===== src/rtl/instr_fetch_queue.sv =====
// ============================================================================
// instr_fetch_queue
// ----------------------------------------------------------------------------
// RV32I fetch stage that sits directly in front of the instruction splitter.
// It owns the program counter, issues one word fetch at a time to
// instruction memory, and buffers the returned words together with their
// PCs in a small in-order FIFO. Decode drains the FIFO through a
// valid/ready handshake. A redirect (branch/jump) flushes the FIFO,
// reloads the PC and discards any fetch that is still in flight.
//
// Parameters
//   RESET_PC        PC loaded on reset (word aligned)
//   DEPTH           FIFO entries (power of two, >= 2)
//
// Ports
//   clk             clock, all state changes on the rising edge
//   rst_n           asynchronous active-low reset
//   imem_req        fetch request (combinational)
//   imem_addr       fetch byte address (the PC register)
//   imem_gnt        memory accepts the request this cycle
//   imem_rvalid     read data valid (in order, >= 1 cycle after grant)
//   imem_rdata      returned instruction word
//   redirect_valid  flush and restart fetch at redirect_pc
//   redirect_pc     new fetch address (bits [1:0] forced to zero)
//   instr_valid     FIFO head valid for decode
//   instr_ready     decode accepts the head
//   instr           head instruction word
//   instr_pc        PC of the head instruction
// ============================================================================
module instr_fetch_queue #(
    parameter logic [31:0] RESET_PC = 32'h0000_0000,
    parameter int          DEPTH    = 2
) (
    input  logic        clk,
    input  logic        rst_n,
    output logic        imem_req,
    output logic [31:0] imem_addr,
    input  logic        imem_gnt,
    input  logic        imem_rvalid,
    input  logic [31:0] imem_rdata,
    input  logic        redirect_valid,
    input  logic [31:0] redirect_pc,
    output logic        instr_valid,
    input  logic        instr_ready,
    output logic [31:0] instr,
    output logic [31:0] instr_pc
);

    localparam int PTR_W = (DEPTH > 1) ? $clog2(DEPTH) : 1;
    localparam int CNT_W = $clog2(DEPTH + 1);

    localparam logic [CNT_W-1:0] FULL_COUNT = CNT_W'(DEPTH);
    localparam logic [PTR_W-1:0] PTR_ONE    = PTR_W'(1);
    localparam logic [CNT_W-1:0] CNT_ONE    = CNT_W'(1);

    // ------------------------------------------------------------------------
    // State registers
    // ------------------------------------------------------------------------
    logic [31:0]      r_pc;
    logic [31:0]      r_reqPc;
    logic [CNT_W-1:0] r_count;
    logic [PTR_W-1:0] r_rdPtr;
    logic [PTR_W-1:0] r_wrPtr;
    logic             r_outstanding;
    logic             r_drop;

    logic [31:0]      r_instrMem [DEPTH];
    logic [31:0]      r_pcMem    [DEPTH];

    // ------------------------------------------------------------------------
    // Event decode
    // ------------------------------------------------------------------------
    logic        w_grant;
    logic        w_resp;
    logic        w_push;
    logic        w_pop;
    logic [31:0] w_redirectAligned;
    logic [31:0] w_pcPlus4;

    // Redirect target is forced word aligned; masking keeps every bit used.
    assign w_redirectAligned = redirect_pc & 32'hFFFF_FFFC;
    assign w_pcPlus4         = r_pc + 32'd4;

    // Only one fetch may be in flight, and the occupancy check uses the
    // registered count so a returning word always finds a free slot. The
    // rst_n term keeps the request low while reset is held, since the
    // cleared state alone would otherwise request immediately.
    assign imem_req  = rst_n && !r_outstanding && (r_count < FULL_COUNT)
                       && !redirect_valid;
    assign imem_addr = r_pc;

    assign w_grant = imem_req && imem_gnt;

    // A response only counts while a fetch is outstanding; stray rvalids
    // (e.g. just after reset) are ignored.
    assign w_resp = imem_rvalid && r_outstanding;

    // Words fetched before a redirect are discarded, either because the
    // redirect coincides with the response or because drop was armed.
    assign w_push = w_resp && !r_drop && !redirect_valid;

    // The head is hidden during a redirect, so a pop can never coincide
    // with a flush.
    assign instr_valid = rst_n && (r_count != '0) && !redirect_valid;
    assign w_pop       = instr_valid && instr_ready;

    // Combinational head read; contents are don't-care when empty.
    assign instr    = r_instrMem[r_rdPtr];
    assign instr_pc = r_pcMem[r_rdPtr];

    // ------------------------------------------------------------------------
    // PC, request tracking and drop flag
    // ------------------------------------------------------------------------
    // Redirect wins over everything else. When a fetch is still in flight
    // and its response is not arriving this cycle, drop is armed so that
    // the late word is thrown away. A response arriving alongside the
    // redirect is consumed here and discarded by w_push.
    always_ff @(posedge clk or negedge rst_n) begin
        if (!rst_n) begin
            r_pc          <= RESET_PC;
            r_reqPc       <= RESET_PC;
            r_outstanding <= 1'b0;
            r_drop        <= 1'b0;
        end else if (redirect_valid) begin
            r_pc <= w_redirectAligned;
            if (w_resp) begin
                r_outstanding <= 1'b0;
                r_drop        <= 1'b0;
            end else if (r_outstanding) begin
                r_drop <= 1'b1;
            end
        end else begin
            if (w_grant) begin
                r_outstanding <= 1'b1;
                r_reqPc       <= r_pc;
                r_pc          <= w_pcPlus4;
            end
            if (w_resp) begin
                r_outstanding <= 1'b0;
                r_drop        <= 1'b0;
            end
        end
    end

    // ------------------------------------------------------------------------
    // FIFO pointers and occupancy
    // ------------------------------------------------------------------------
    // A flush resets pointers and count. Otherwise simultaneous push and pop
    // leave the count alone, which is legal even when full because the pop
    // frees the slot the push lands in on the same edge.
    always_ff @(posedge clk or negedge rst_n) begin
        if (!rst_n) begin
            r_count <= '0;
            r_rdPtr <= '0;
            r_wrPtr <= '0;
        end else if (redirect_valid) begin
            r_count <= '0;
            r_rdPtr <= '0;
            r_wrPtr <= '0;
        end else begin
            if (w_push) begin
                r_wrPtr <= r_wrPtr + PTR_ONE;
            end
            if (w_pop) begin
                r_rdPtr <= r_rdPtr + PTR_ONE;
            end
            case ({w_push, w_pop})
                2'b10:   r_count <= r_count + CNT_ONE;
                2'b01:   r_count <= r_count - CNT_ONE;
                default: r_count <= r_count;
            endcase
        end
    end

    // ------------------------------------------------------------------------
    // FIFO storage
    // ------------------------------------------------------------------------
    // Storage needs no reset: entries are only observed through r_count.
    always_ff @(posedge clk) begin
        if (w_push) begin
            r_instrMem[r_wrPtr] <= imem_rdata;
            r_pcMem[r_wrPtr]    <= r_reqPc;
        end
    end

endmodule


===== config.mk =====
export PLATFORM = sky130hd
export DESIGN_NAME = instr_fetch_queue
export DESIGN_NICKNAME = d
export VERILOG_FILES = /design/src/rtl/instr_fetch_queue.sv
export SDC_FILE = /design/constraint.sdc
export NUM_CORES = 1
export LEC_CHECK = 0
export BUFFER_PORTS_ARGS = -buffer_cell sky130_fd_sc_hd__buf_4
export CAP_MARGIN = 0
export CORE_MARGIN = 2
export CORE_UTILIZATION = 50
export CTS_CLUSTER_SIZE = 30
export DETAILED_ROUTE_END_ITERATION = 12
export GPL_ROUTABILITY_DRIVEN = 1
export PLACE_DENSITY = 0.74
export SYNTH_ARGS = -nofsm -noshare
export SYNTH_HDL_FRONTEND = slang
export SYNTH_SLANG_ARGS = --single-unit

===== constraint.sdc =====
create_clock -name clk -period 16.21 [get_ports clk]
set_clock_uncertainty 0.1 [all_clocks]
set_input_delay 1.621 -clock clk [delete_from_list [all_inputs] [get_ports clk]]
set_output_delay 1.621 -clock clk [all_outputs]
set_load 0.005 [all_outputs]

# [Yosys cells after proc, flatten, opt, wreduce, memory -nomap -nowiden]
# Memory sizes are Yosys's and may differ from the RTL's.
# Cells that the tools add are included.
[word_totals] ff_bits=70 elab_cells=60 ramBits=128 input_bits=70 out_inout_bits=98 memories=2
[mem_list] name="r_instrMem" words=2 word_bits=32 read_ports=1 rd_clocked_by_memory_dff=0 write_ports=1 line="67" source="logic [31:0] r_instrMem [DEPTH];"
[mem_list] name="r_pcMem" words=2 word_bits=32 read_ports=1 rd_clocked_by_memory_dff=0 write_ports=1 line="68" source="logic [31:0] r_pcMem [DEPTH];"
[op_classes] n_bitwise=1 n_addsub=5 reduce_logical=24 mux=17 n_eq_ne=3 n_lt_le_gt_ge=1
[op_table] op="$mux W32" n=2
[op_table] op="$add A32 B3 Y32 const B" n=1
[op_table] op="$reduce_bool A2 Y1" n=7
[op_table] op="$mux W1" n=13
[op_table] op="$logic_and A1 B1 Y1" n=10
[op_table] op="$reduce_and A2 Y1" n=3
[op_table] op="$pmux W2 S2" n=1
[op_table] op="$logic_not A1 Y1" n=3
[op_table] op="$reduce_bool A3 Y1" n=1
[op_table] op="$add A1 B1 Y1 const B" n=2
[op_table] op="$add A2 B1 Y2 const B" n=1
[op_table] op="$eq A2 B1 Y1 const B" n=1
[op_table] op="$eq A2 B2 Y1 const B" n=1
[op_table] op="$lt A2 B2 Y1 const B" n=1
[op_table] op="$mux W2" n=1
[op_table] op="$ne A2 B1 Y1 const B" n=1
[op_table] op="$sub A2 B1 Y2 const B" n=1
[op_table] op="$not A1 Y1" n=1

# [Logic depth before layout (Yosys ltp)]
[logic_depth] depth_word=8 mapped_depth=7 depth_no_buf=6

# [Worst setup path before layout]
# Ideal clock, no wire load.
[synth_path] path_kind="input -> register" start="in redirect_valid" end="mem r_instrMem[0][0] (enable)" arrival_ps=7780 path_stages=2 path_buffers=1 required_ps=15475 setup_slack_ps=7695 setup_time_ps=635 path_cell_list="clkbuf_1 > nor4_1"
[synth_between] elab_chain_len=4
[synth_rtl] element="start, declared" line="41" source="input logic redirect_valid,"
[synth_rtl] element="$logic_not A1 Y1" line="100" source="assign w_push = w_resp && !r_drop && !redirect_valid;"
[synth_rtl] element="$logic_and A1 B1 Y1" line="100"
[synth_rtl] element="$mux W1" line="180" source="if (w_push) begin"
[synth_rtl] element="$mux W1 (not written as such)" line="181" source="r_instrMem[r_wrPtr] <= imem_rdata;"
[synth_rtl] element="end, declared" line="67"
# Every way passes these cells.

# [Worst setup path in the final report]
[layout_path] start="in rst_n" end="out imem_req"
[layout_between] elab_chain_len=3
[layout_rtl] element="start, declared" line="35" source="input logic rst_n,"
[layout_rtl] element="$logic_and A1 B1 Y1 (2 in series)" line="88" source="assign imem_req = rst_n && !r_outstanding && (r_count < FULL_COUNT)"
[layout_rtl] element="$logic_and A1 B1 Y1" line="89" source="&& !redirect_valid;"
[layout_rtl] element="end, declared" line="36" source="output logic imem_req,"
# Every way passes these cells.

==> out/metrics.csv <==
metric,value,unit
Synth Area per Inst,15.8,sq um
routed wire length,15800,microns
CTS tree,built,
Leak,3.85,nW
PwrDens,112,nW/um^2
post-synthesis cell type count,45,
GRT Util Overall,19.5,%
power share of the combinational group,8.0,%
"CP delay by family, top",buffers and inverters,
number of synthesized register bits,190,
CTS resizes,0,
Setup crit start kind,primary input,
Reg power frac,54.8,%
num ports,168,
DRC,0,
number of synthesized flops with an enable pin,124,
PnR worst setup slack,11.55,ns
"commonest non-fill, non-tap cell in the layout",buf_4,
Max Cap Violations,0,
most frequent CP cell,buf_4,
WL per Instance,18.5,microns
root buffer selected by CTS,clkbuf_16,
Critical-path top delay cell,buf_4,
Worst Setup End Kind,output pin,
delay of the slowest critical-path stage,0.69,ns
post-synth top area cell,edfxtp_1,
DR iter-0 viols,279,
TritonRoute pass-1 iters,4,
row count,45,
Area Growth Syn to Fin,25.5,%
switching pwr,0.237,mW
Crit. path cell count,3,
yosys warns,0,
top_reg_cell synth,edfxtp_1,
postcts setup bufs,0,
Setup TNS,0,ns
highest clock rate,214,MHz
Routed Antenna Nets,0,
Layout Utilization,63.7,%
height of the die,128,microns
Die ar.,16300,sq um
"Seq/Total Area, Yosys",70.2,%
Mapped Area,7660,sq um
Internal Power,0.841,mW
fin. max-slew vios,0,
Hold Path Depth,0,
fin crit share,28.8,%
via count,4690,
outcome,completed,
Place WS,11.51,ns
kind of critical path,in2out,
post-DP HPWL,10200,microns
Hold Buf Count CTS,0,
Least-Margin Pin Slew,0.926,ns
antenna violations before repair,0,
final hold violations,0,
initial core utilization,50.8,%
port buffer count,161,
pin count of the biggest net entering global routing,73,
TritonCTS Sinks,190,
Max-slew headroom,38.2,%
worst-path fanout max,72,
RSZ-0062 raised after global routing,false,
diode count,0,
most frequent cells in the layout,"buf_4 (165), edfxtp_1 (124), mux2_2 (90)",
Clock Tree Buf Depth,2,
min Tclk post-route,4.66,ns
WP data required,14.49,ns
grt total ovfl,0,
synthesized instance count,486,
synth top area cells,"edfxtp_1 (49%), dfrtp_1 (22%), mux2_2 (13%)",
vias per inst,5.51,
core area,15100,sq um
NumNets Final,721,
area fraction of the dominant cell type after synthesis,48.6,%
"Clk Latency, worst-skew pair",0.42,ns
crit path DAT,2.94,ns
worst-path cell chain,buf_4 > nor4b_4 > buf_4,
async set-reset flop share out of synthesis,34.7,%
number of global-route vias before repair,4770,
CTS H-Tree Depth,4,
"Buf+Inv Stages, Crit Path",2,
Hold Path Class,reg2reg,
"CTS clk-pin slew, worst paths",0.07,ns
CTS buffer count,17,
Clock power frac,37.1,%
Setup Viol. Count Final,0,
Max VDD drop,78.9,uV
r2r worst-path depth,4,
routability cong.,0.791,
first-pass GRT wire length,24400,microns
share of layout cells above drive strength 1,44.9,%
switching portion of total power,22.0,%
chip width,128,microns
[power groups by stage]
stage | clock network, mW | registers, mW | logic (mW)
floorplan | 0 | 0.591 | 0.0441
global placement | 0 | 0.597 | 0.0839
detailed placement | 0 | 0.601 | 0.0874
CTS | 0.407 | 0.591 | 0.0877
global route | 0.425 | 0.595 | 0.0953
finish | 0.400 | 0.591 | 0.0866
[cell usage after synthesis, types with 2 or more instances]
cell	n
dfrtp_1	66
clkbuf_1	14
edfxtp_1	124
nand4_2	3
inv_1	2
xor2_1	18
o211ai_1	5
nor2_1	7
o311ai_1	3
a21o_1	2
nand3_1	15
nand2_1	46
nor3_4	2
o21ai_1	5
nand4_1	8
a22oi_1	2
buf_2	4
nor4_4	2
and4_1	2
mux2i_1	4
o21ai_0	21
buf_4	4
xnor2_1	3
nor3_1	4
and3_1	6
a21oi_1	6
mux2_2	90
[worst paths after layout]
kind	startpoint	to	slack, ns
worst max register to register	r_outstanding	r_instrMem[1][26]	13.33
min in group asynchronous	rst_n	r_reqPc[20]	1.23
worst min register to register	r_reqPc[17]	r_pcMem[0][17]	0.36
max in group asynchronous	rst_n	r_rdPtr	14.13
worst max-delay path	rst_n	imem_req	11.55
worst min-delay path	r_reqPc[17]	r_pcMem[0][17]	0.36
[metrics by stage]
stage                     power (mW)  cells  hold slack (ns)  cell area (sq um)
after floorplan                0.635    489            0.337               7670
after global placement         0.681    819            0.344               9050
after detailed placement       0.688    819            0.348               9050
after CTS                       1.09    851            0.364               9610
after global routing            1.12    851            0.382               9610
final                           1.08    851            0.364               9610
[sequential cells by signal, summed over array words and instances, names as in the netlist]
| name | count |
|---|---|
| r_instrMem | 64 |
| imem_addr | 30 |
| r_count | 2 |
| r_drop | 1 |
| r_outstanding | 1 |
| r_reqPc | 30 |
| r_pcMem | 60 |
| r_wrPtr | 1 |
| r_rdPtr | 1 |
[routing by layer]
metal / routed length, microns / global-route usage (%) / up-vias / share of wire, %
li1: - / - / 2147 / -
met1: 6900 / 25.0 / 2366 / 44
met2: 7670 / 32.9 / 154 / 49
met3: 953 / 4.17 / 23 / 6.0
met4: 227 / 7.63 / 0 / 1.4
met5: 0 / 0 / - / 0
[cell families (layout without fill, tap and decap cells)]
family                   count (synthesis)  in the layout  share of synthesized area [%]
flip-flops                             190            190                           70.2
AND/OR/NAND/NOR                        103            103                           7.84
multiplexers                            94             94                           13.8
AO/OA/AOI/OAI                           51             51                           4.12
buffers and inverters                   25            199                           1.49
XOR/XNOR                                21             21                           2.40
adder cells (fa/ha/maj)                  1              1                          0.163
other                                    1              4                         0.0490
[layout make-up]
class | instances | area, sq um
clock buffers | 21 | 450
well taps | 188 | 235
repair buffers | 165 | 1240
fillers | 1120 | 5480
multi-input cells | 274 | 2190
flip-flops and latches | 190 | 5380
clock inverters | 11 | 118
inverters | 2 | 7.51
(Power assumes the default switching activity.)
